[src/rtl/braid_mix_scheduler.sv]
// Stage sequencer and concentration twin for a braided mixer network.
// Each stage holds all valves open for the dwell time, then averages FANOUT neighbouring channels.
module braid_mix_scheduler #(
   parameter int CHANNELS = 8,
   parameter int STAGES   = 16,
   parameter int FANOUT   = 2,
   parameter int CONC_W   = 8,
   parameter int DWELL_W  = 8
) (
   input  logic                            clk,
   input  logic                            rst_n,
   input  logic                            start_valid,
   output logic                            start_ready,
   input  logic [CHANNELS*CONC_W-1:0]      conc_in,
   input  logic [$clog2(STAGES+1)-1:0]     n_stages,
   input  logic [DWELL_W-1:0]              dwell,
   input  logic                            abort,
   output logic [CHANNELS-1:0]             mix_en,
   output logic [$clog2(STAGES)-1:0]       stage_idx,
   output logic                            busy,
   output logic                            done_valid,
   input  logic                            done_ready,
   output logic                            done_aborted,
   output logic [CHANNELS*CONC_W-1:0]      conc_out
);
   // state | meaning
   // IDLE  | waiting for a job, start_ready high
   // MIX   | valves open, dwell counter running, concentrations update per stage
   // DONE  | result held until done_ready

   localparam int NS_W  = $clog2(STAGES+1);
   localparam int SI_W  = $clog2(STAGES);
   localparam int LF    = $clog2(FANOUT);
   localparam int SUM_W = CONC_W + LF;

   typedef enum logic [1:0] {IDLE, MIX, DONE} state_t;

   state_t                     state;
   logic [CHANNELS*CONC_W-1:0] conc;
   logic [CHANNELS*CONC_W-1:0] conc_next;
   logic [NS_W-1:0]            n_cap;
   logic [NS_W-1:0]            n_clamped;
   logic [DWELL_W-1:0]         dwell_cap;
   logic [DWELL_W-1:0]         dwell_eff;
   logic [DWELL_W-1:0]         dwell_cnt;
   logic [SUM_W-1:0]           sum [CHANNELS];
   logic                       last_stage;

   assign conc_out   = conc;
   assign n_clamped  = (n_stages > NS_W'(STAGES)) ? NS_W'(STAGES) : n_stages;
   assign dwell_eff  = (dwell == '0) ? DWELL_W'(1) : dwell;
   assign last_stage = (NS_W'(stage_idx) == n_cap - NS_W'(1));

   // Round-half-up average of each channel and its FANOUT-1 successors, wrapping at the end
   always_comb begin
      conc_next = '0;
      for (int i = 0; i < CHANNELS; i++) begin
         sum[i] = SUM_W'(FANOUT/2);
         for (int k = 0; k < FANOUT; k++)
            sum[i] = sum[i] + SUM_W'(conc[((i+k) % CHANNELS)*CONC_W +: CONC_W]);
         conc_next[i*CONC_W +: CONC_W] = CONC_W'(sum[i] >> LF);
      end
   end

   always_ff @(posedge clk or negedge rst_n) begin
      if (!rst_n) begin
         state        <= IDLE;
         conc         <= '0;
         n_cap        <= '0;
         dwell_cap    <= '0;
         dwell_cnt    <= '0;
         stage_idx    <= '0;
         mix_en       <= '0;
         busy         <= 1'b0;
         start_ready  <= 1'b1;
         done_valid   <= 1'b0;
         done_aborted <= 1'b0;
      end else begin
         case (state)
            IDLE: begin
               if (start_valid) begin
                  conc         <= conc_in;
                  n_cap        <= n_clamped;
                  dwell_cap    <= dwell_eff;
                  dwell_cnt    <= dwell_eff;
                  stage_idx    <= '0;
                  done_aborted <= 1'b0;
                  start_ready  <= 1'b0;
                  if (n_clamped == '0) begin
                     state      <= DONE;
                     done_valid <= 1'b1;
                  end else begin
                     state  <= MIX;
                     mix_en <= '1;
                     busy   <= 1'b1;
                  end
               end
            end
            MIX: begin
               // Abort wins over a coinciding stage update so the partial stage is dropped
               if (abort) begin
                  state        <= DONE;
                  mix_en       <= '0;
                  busy         <= 1'b0;
                  done_valid   <= 1'b1;
                  done_aborted <= 1'b1;
               end else if (dwell_cnt == DWELL_W'(1)) begin
                  conc <= conc_next;
                  if (last_stage) begin
                     state      <= DONE;
                     mix_en     <= '0;
                     busy       <= 1'b0;
                     done_valid <= 1'b1;
                  end else begin
                     stage_idx <= stage_idx + SI_W'(1);
                     dwell_cnt <= dwell_cap;
                  end
               end else begin
                  dwell_cnt <= dwell_cnt - DWELL_W'(1);
               end
            end
            DONE: begin
               if (done_ready) begin
                  state       <= IDLE;
                  done_valid  <= 1'b0;
                  start_ready <= 1'b1;
               end
            end
            default: state <= IDLE;
         endcase
      end
   end

endmodule

[config.mk]
export PLATFORM = sky130hd
export DESIGN_NAME = braid_mix_scheduler
export DESIGN_NICKNAME = d
export VERILOG_FILES = /design/src/rtl/braid_mix_scheduler.sv
export SDC_FILE = /design/constraint.sdc
export NUM_CORES = 1
export LEC_CHECK = 0
export CORE_MARGIN = 2
export CORE_UTILIZATION = 40
export DETAILED_ROUTE_END_ITERATION = 6
export GPL_TIMING_DRIVEN = 0
export PLACE_DENSITY = 0.65
export SYNTH_ARGS = -nofsm -noshare
export SYNTH_HDL_FRONTEND = slang
export SYNTH_SLANG_ARGS = --single-unit
[constraint.sdc]
create_clock -name clk -period 3.64 [get_ports clk]
set_input_delay 0.364 -clock clk [delete_from_list [all_inputs] [get_ports clk]]
set_output_delay 0.364 -clock clk [all_outputs]
set_load 0.02 [all_outputs]
# Word level (Yosys, flattened, before mapping)
# Cells that the tools add are included.
[word_totals]
elab_cells = 108
in_bits = 82
rom_bits = 0
latch_bits = 0
mem_bits_rw = 0
n_memories = 0
output_inout_bits = 80
ff_bits = 103
[classes]
n_addsub = 19
eq_ne = 15
reduce_logical = 15
shift = 0
mul = 0
n_lt_le_gt_ge = 1
mux = 47
div = 0
bitwise_logic = 0
[ops]
columns = ["op", "n"]
rows = [
  ["two-way mux 64 bit", 3],
  ["one-hot mux 64 bit (2 select lines)", 1],
  ["two-way mux 8 bit", 10],
  ["adder 1 x 8 -> 9 bit, first input constant", 8],
  ["adder 9 x 8 -> 9 bit", 8],
  ["one-hot mux 8 bit (2 select lines)", 2],
  ["two-way mux 4 bit", 4],
  ["!= test 2 bit, second input constant", 8],
  ["two-way mux 1 bit", 14],
  ["two-way mux 2 bit", 6],
  ["AND reduction 4 bit", 3],
  ["AND reduction 5 bit", 2],
  ["!= test 3 bit, second input constant", 3],
  ["equality test 8 x 1 -> 1 bit, second input constant", 1],
  ["logical NOT 8 bit", 1],
  ["one-hot mux 4 bit (2 select lines)", 1],
  ["subtractor 8 x 1 -> 8 bit, second input constant", 1],
  ["one-hot mux 1 bit (2 select lines)", 3],
  ["one-hot mux 2 bit (3 select lines)", 1],
  ["AND reduction 3 bit", 2],
  ["AND reduction 6 bit", 1],
  ["equality test 4 x 5 -> 1 bit", 1],
  ["greater-than comparator 5 bit, second input constant", 1],
  ["logical NOT 5 bit", 1],
  ["other kinds (10)", 11],
]

# Longest topological paths before layout
# Gate-level depths: netlist (run 1).
[depth]
word_depth = 6
ltp_mapped = 11
ltp_nobuf = 7

# Worst setup path before layout (run 1)
# Ideal clock, no wire load.
[synth_timing]
path_kind = "register to register"
startpoint = "reg dwell_cnt[1]"
endpoint = "reg conc[1] (netlist: conc_out[1])"
arrival_time_ns = 2.489
n_path_buf = 4
setup_slack_ns = 1.015
setup_time_ns = 0.136
stages_incl_launch_ff = 12
path_cell_list = "dfrtp_1 -> inv_1 -> ha_1 -> or3b_2 -> or3_1 -> buf_6 -> a21o_4 -> buf_6 -> clkbuf_1 -> clkbuf_1 -> nand2_1 -> o21ai_0"
[synth_between]
elab_chain_cells = 3
[synth_rtl]
columns = ["element", "line_no", "source"]
rows = [
  ["start: declaration", "45", "logic [DWELL_W-1:0] dwell_cnt;"],
  ["start signal: assignment", "85", "dwell_cnt <= dwell_eff;"],
  ["start signal: assignment", "116", "dwell_cnt <= dwell_cap;"],
  ["start signal: assignment", "119", "dwell_cnt <= dwell_cnt - DWELL_W'(1);"],
  ["equality test 8 x 1 -> 1 bit", "107", "end else if (dwell_cnt == DWELL_W'(1)) begin"],
  ["!= test 2 bit (no line)", "--", ""],
  ["AND reduction 4 bit (no line)", "--", ""],
  ["end signal: assignment", "82", "conc <= conc_in;"],
  ["end signal: assignment", "108", "conc <= conc_next;"],
  ["end: declaration", "39", "logic [CHANNELS*CONC_W-1:0] conc;"],
]
# Every way passes these cells.
# A chain may end at the register's enable or synchronous reset.

# Worst setup path after layout (run 1)
[layout_timing]
startpoint = "reg dwell_cnt[1]"
endpoint = "reg conc[5] (netlist: conc_out[5])"
# Same word-level chain as after synthesis.

==> flow_summary_export.csv, run 1 <==
group,metric,value,unit
grt,gr-usage-all-layers,25.9,%
synthesis,synth_cell_types,62,
cts,cts.sinks,95,
sta,final-setup-viol-count,0,
cells_and_area,fin_nets,1211,
cts,postCtsSetupRepairBufs,0,
power_and_ir_drop,p_total,10.8,mW
power_and_ir_drop,ir_drop,0.476,mV
routing,wl_met3,1940,um
power_and_ir_drop,power_density,1100,mW/mm2
die,die_h,141,um
grt,antenna_found_initial,0,
routing,routed_wl,25400,um
hold_path,hp-class,"in -> async",
cts,ctsRootBufferMaster,"clkbuf_16",
setup_path,arrival,3.63,ns
grt,grt_pass1_wl,40000,um
cts,numCtsBuffers,9,
cells_and_area,synthToLayoutAreaGrowth,30.3,%
routing,maxUsedRoutingLayer,"met4",
die,initial_utilization,40.4,%
grt,grt-ovfl-total,0,
cts,clockBufferDepth,2,
cts,h-tree-depth,3,
routing,wl_met2,12000,um
placed_design,hpwl,18700,um
synthesis,yosysSeqAreaShare,31.7,%
cells_and_area,filler_cell_count,1788,
sta,maxSlewViolCount,0,
die,num_io_pins,162,
synthesis,synth.cell_area,0.00751,mm2
sta,period_share,92.0,%
routing,drc,0,
cts,clock_latency,0.36,ns
grt,grt_max_degree,67,
die,dieArea,0.0199,mm2
run,drv_cap,0,
synthesis,synth_edf_count,0,
routing,wire_per_inst,19.6,um
sta,fin_setup_tns,0,ns
power_and_ir_drop,p_leak,4.18,nW
synthesis,avgSynthCellArea,8.50,um2
synthesis,synthArstFlopShare,100,%
synthesis,syn-num-nets,1036,
placed_design,port_buffers,161,
sta,min_period,3.35,ns
setup_path,crit_required,3.93,ns
cts,clk_pin_slew_worst_paths,0.07,ns
placed_design,place_area,0.00944,mm2
routing,drt-met1-wl,11100,um
sta,slew_headroom,34.8,%
grt,grt_pass1_vias,7140,
outcome,status,"complete, no violations",
cells_and_area,layout-drive-gt1-share,4.99,%
die,core,0.0186,mm2
routing,ant_nets,0,
setup_path,end_kind,"flip-flop",
placed_design,place_congestion,0.943,
sta,skew,0.00937,ns
routing,drtIter0Drc,479,
synthesis,ys_warn_count,0,
sta,worstMarginPinSlew,0.978,ns
cells_and_area,final_util,52.6,%
synthesis,synth-seq-cells,95,
setup_path,crit_fanout,10,
die,rows,50,
cts,cts_resized,0,
setup_path,cp-start-kind,"flip-flop",
sta,hold_slack,0.491,ns
cts,hold_buffers,1,
synthesis,synthCells,883,
setup_path,r2r_cells,9,
setup_path,regToRegSetupSlack,0.29,ns
synthesis,synth_flop_cell,"dfrtp_1",
cells_and_area,antenna_cells,0,
cells_and_area,finalInstanceArea,0.00978,mm2
routing,via_per_inst,5.84,
routing,drt-pass1-iter-count,5,
sta,hold_violations,0,
sta,rsz0062_at_grt,"false",
die,fp.dieW,141,um
cts,cts_tree,"yes",
routing,vias,7574,
setup_path,path_class,"reg -> reg",
sta,fmax,0.299,GHz
-- power by group --
group	internal [mW]	total (mW)	switching [mW]
Clock	0.655	1.09	0.438
Combinational	3.18	7.34	4.16
Sequential	1.59	2.34	0.759
-- cells by family after synthesis --
kind of cell / share of synthesized area (%)
flip-flops: 31.7
AO/OA/AOI/OAI: 24.6
buffers and inverters: 4.20
AND/OR/NAND/NOR: 18.3
multiplexers: 5.07
adder cells (fa/ha/maj): 12.6
XOR/XNOR: 3.50
-- through the flow --
stage               setup slack, ns  cells
floorplan                      1.02    883
finish                        0.291   1296
global route                  0.133   1296
CTS                           0.343   1295
global placement              -1.70   1278
detailed placement            0.361   1279
-- worst max-delay path, stage by stage, from the launching register on --
cell	delay [ns]
dfrtp_1	0.41
inv_1	0.11
ha_1	0.22
or3b_2	0.54
or3_1	0.35
buf_6	0.17
a21oi_2	0.64
clkbuf_1	0.61
nor2_1	0.08
a31oi_1	0.15
-- cell usage after synthesis (11+ instances only) --
library cell	n	area, um2
a21o_1	40	300
a21oi_1	89	445
clkbuf_1	34	128
dfrtp_1	94	2350
ha_1	63	788
inv_1	21	78.8
mux2i_1	29	290
nand2_1	105	394
nand3_1	20	100
nor2_1	63	236
nor3_1	29	145
nor4_1	15	93.8
o211ai_1	11	82.6
o21ai_0	72	360
o31ai_1	19	143
xnor2_1	20	175
-- path summary, 6_finish.rpt --
path	startpoint	end
worst max-delay path	dwell_cnt[1]$_DFFE_PN0P_	conc_out[5]$_DFFE_PN0P_
worst min-delay path	rst_n	conc_out[17]$_DFFE_PN0P_
worst max register to register	dwell_cnt[1]$_DFFE_PN0P_	conc_out[5]$_DFFE_PN0P_
worst min register to register	dwell_cap[1]$_DFFE_PN0P_	dwell_cap[1]$_DFFE_PN0P_
max in group asynchronous	rst_n	start_ready$_DFFE_PN1P_
min in group clk	dwell_cap[1]$_DFFE_PN0P_	dwell_cap[1]$_DFFE_PN0P_
-- cells in the final DEF (no fill, tap or decap), types with 4 or more instances in the layout --
| cell | instances |
|---|---|
| clkdlybuf4s50_1 | 160 |
| nand2_1 | 105 |
| dfrtp_1 | 94 |
| a21oi_1 | 89 |
| o21ai_0 | 72 |
| nor2_1 | 63 |
| ha_1 | 63 |
| a21o_1 | 40 |
| clkbuf_1 | 34 |
| nor3_1 | 29 |
| mux2i_1 | 29 |
| inv_1 | 21 |
| xnor2_1 | 20 |
| nand3_1 | 20 |
| o31ai_1 | 19 |
| nor4_1 | 15 |
| o211ai_1 | 11 |
| a311oi_1 | 10 |
| xor2_1 | 10 |
| nand2b_1 | 9 |
| and3_1 | 9 |
| or2_2 | 9 |
| buf_4 | 9 |
| clkbuf_16 | 9 |
| mux2_2 | 8 |
| nor4b_1 | 8 |
| o22a_1 | 8 |
| or4_1 | 8 |
| fa_1 | 8 |
| o211a_1 | 6 |
| or3_1 | 4 |
-- final cells by class --
class | instances | area, um2 | area share, %
Multi-Input combinational cell | 717 | 4810 | 49.2
Sequential cell | 95 | 2380 | 24.3
Timing Repair Buffer | 164 | 1650 | 16.9
Tap cell | 234 | 293 | 2.99
Clock buffer | 12 | 267 | 2.72
Buffer | 50 | 236 | 2.42
Inverter | 21 | 78.8 | 0.806
Clock inverter | 3 | 65.1 | 0.665
-- per-layer routing --
metal / GRT usage (%) / up-vias
met3: 5.06 / 34
met4: 6.05 / 0
met5: 0 / -
li1: - / 3619
met2: 42.3 / 327
met1: 35.5 / 3594
-- flip-flops by register name, summed over array words and instances (netlist names) --
register	flops
start_ready	1
done_aborted	1
stage_idx	4
mix_en	1
n_cap	5
dwell_cap	8
done_valid	1
dwell_cnt	8
conc_out	64
state	2
Note: power is estimated with default switching activity, not from simulation.
==> inputs of run 2 (changes only) <==
- SLEW_MARGIN: not set -> 40
==> flow_summary_export.csv, run 2 (synthesis results as in run 1) <==
group,metric,value,unit
routing,drt-pass1-iter-count,5,
routing,ant_nets,0,
routing,routed_wl,25500,um
cts,cts_tree,"yes",
routing,wire_per_inst,19.7,um
sta,skew,0.0111,ns
placed_design,place_congestion,0.943,
routing,via_per_inst,5.83,
outcome,status,"complete, no violations",
setup_path,crit_fanout,10,
cts,clock_latency,0.36,ns
die,core,0.0186,mm2
cts,postCtsSetupRepairBufs,0,
cells_and_area,largest_register_ffs,64,
sta,period_share,92.5,%
sta,worstMarginPinSlew,0.859,ns
sta,slew_headroom,42.7,%
routing,drc,0,
cells_and_area,final_util,52.4,%
grt,grt_max_degree,69,
sta,maxSlewViolCount,0,
cells_and_area,antenna_cells,0,
die,die_h,141,um
grt,grt_pass1_vias,7153,
hold_path,hp-class,"in -> async",
power_and_ir_drop,power_density,1090,mW/mm2
cells_and_area,layout-drive-gt1-share,5.18,%
power_and_ir_drop,ir_drop,0.418,mV
placed_design,hpwl,18700,um
cells_and_area,final_cell_mix,"160 x clkdlybuf4s50_1, 105 x nand2_1, 94 x dfrtp_1, 89 x a21oi_1, 72 x o21ai_0",
cts,cts.sinks,95,
placed_design,place_area,0.00945,mm2
die,fp.dieW,141,um
routing,vias,7555,
setup_path,cp-start-kind,"flip-flop",
setup_path,crit_required,3.92,ns
cells_and_area,final_common_cell,"clkdlybuf4s50_1",
sta,fin_setup_tns,0,ns
cells_and_area,synthToLayoutAreaGrowth,29.7,%
sta,fmax,0.297,GHz
cts,ctsRootBufferMaster,"clkbuf_16",
power_and_ir_drop,p_leak,4.14,nW
power_and_ir_drop,p_total,10.6,mW
die,num_io_pins,162,
setup_path,r2r_cells,9,
cts,h-tree-depth,3,
die,dieArea,0.0199,mm2
sta,min_period,3.37,ns
sta,final-setup-viol-count,0,
cts,clockBufferDepth,2,
setup_path,r2r_start,"dwell_cnt[1]$_DFFE_PN0P_",
placed_design,port_buffers,161,
sta,hold_slack,0.438,ns
die,rows,50,
grt,grt-ovfl-total,0,
setup_path,arrival,3.65,ns
setup_path,regToRegSetupSlack,0.27,ns
cts,numCtsBuffers,9,
sta,hold_violations,0,
grt,antenna_found_initial,0,
cells_and_area,fin_nets,1210,
sta,rsz0062_at_grt,"false",
run,drv_cap,0,
cells_and_area,finalInstanceArea,0.00973,mm2
grt,grt_pass1_wl,40000,um
setup_path,end_kind,"flip-flop",
setup_path,path_class,"reg -> reg",
setup_path,reg2reg_to,"conc_out[61]$_DFFE_PN0P_",
grt,gr-usage-all-layers,25.9,%
die,initial_utilization,40.4,%
routing,drtIter0Drc,488,
cts,clk_pin_slew_worst_paths,0.07,ns
## run 2: worst max path at each step
stage	startpoint	endpoint	depth (start not counted)
2_1_floorplan	dwell_cnt[1]$_DFFE_PN0P_	conc_out[1]$_DFFE_PN0P_	11
3_3_place_gp	rst_n	n_cap[2]$_DFFE_PN0P_	1
3_5_place_dp	dwell_cnt[1]$_DFFE_PN0P_	conc_out[61]$_DFFE_PN0P_	8
4_1_cts	dwell_cnt[1]$_DFFE_PN0P_	conc_out[61]$_DFFE_PN0P_	8
5_1_grt	dwell_cnt[1]$_DFFE_PN0P_	conc_out[13]$_DFFE_PN0P_	9
6_report	dwell_cnt[1]$_DFFE_PN0P_	conc_out[61]$_DFFE_PN0P_	9
## run 2: critical path, cell delays in order, from the launching register on
cell and delay, ns:
dfrtp_1 0.41, inv_1 0.11, ha_1 0.21, or3b_2 0.54, or3_1 0.35, buf_6 0.16, a21oi_2 0.66, clkbuf_1 0.61
nor2_1 0.09, a31oi_1 0.15
## run 2: timing repair
item	CTS	global route
gates resized for setup	0	0
endpoints found under the hold margin	27	0
setup endpoints to repair	0	0
hold buffers	1	0
## run 2: stage by stage
step / std cells / setup slack, ns
6_report: 1296 / 0.272
3_3_place_gp: 1278 / -1.70
5_1_grt: 1296 / 0.204
2_1_floorplan: 883 / 1.02
3_5_place_dp: 1279 / 0.356
4_1_cts: 1296 / 0.343
## run 2: report_power, final
part / switching [mW] / internal, mW
Sequential: 0.763 / 1.58
Combinational: 4.19 / 3.18
Clock: 0.452 / 0.461
## run 2: cell type report
| cell class | instances | area (um2) |
|---|---|---|
| multi-input cells | 717 | 4820 |
| clock inverters | 6 | 37.5 |
| flip-flops and latches | 95 | 2380 |
| plain buffers | 50 | 238 |
| fillers | 1806 | 8850 |
| repair buffers | 163 | 1650 |
| well taps | 234 | 293 |
| inverters | 21 | 78.8 |
| clock buffers | 10 | 229 |
## run 2: metal layers
layer	global-route usage, %	wire length [um]	share of wire [%]
met3	5.88	1910	7.5
met1	35.0	11200	44
met2	42.6	12000	47
met4	5.63	395	1.5
met5	0	0	0
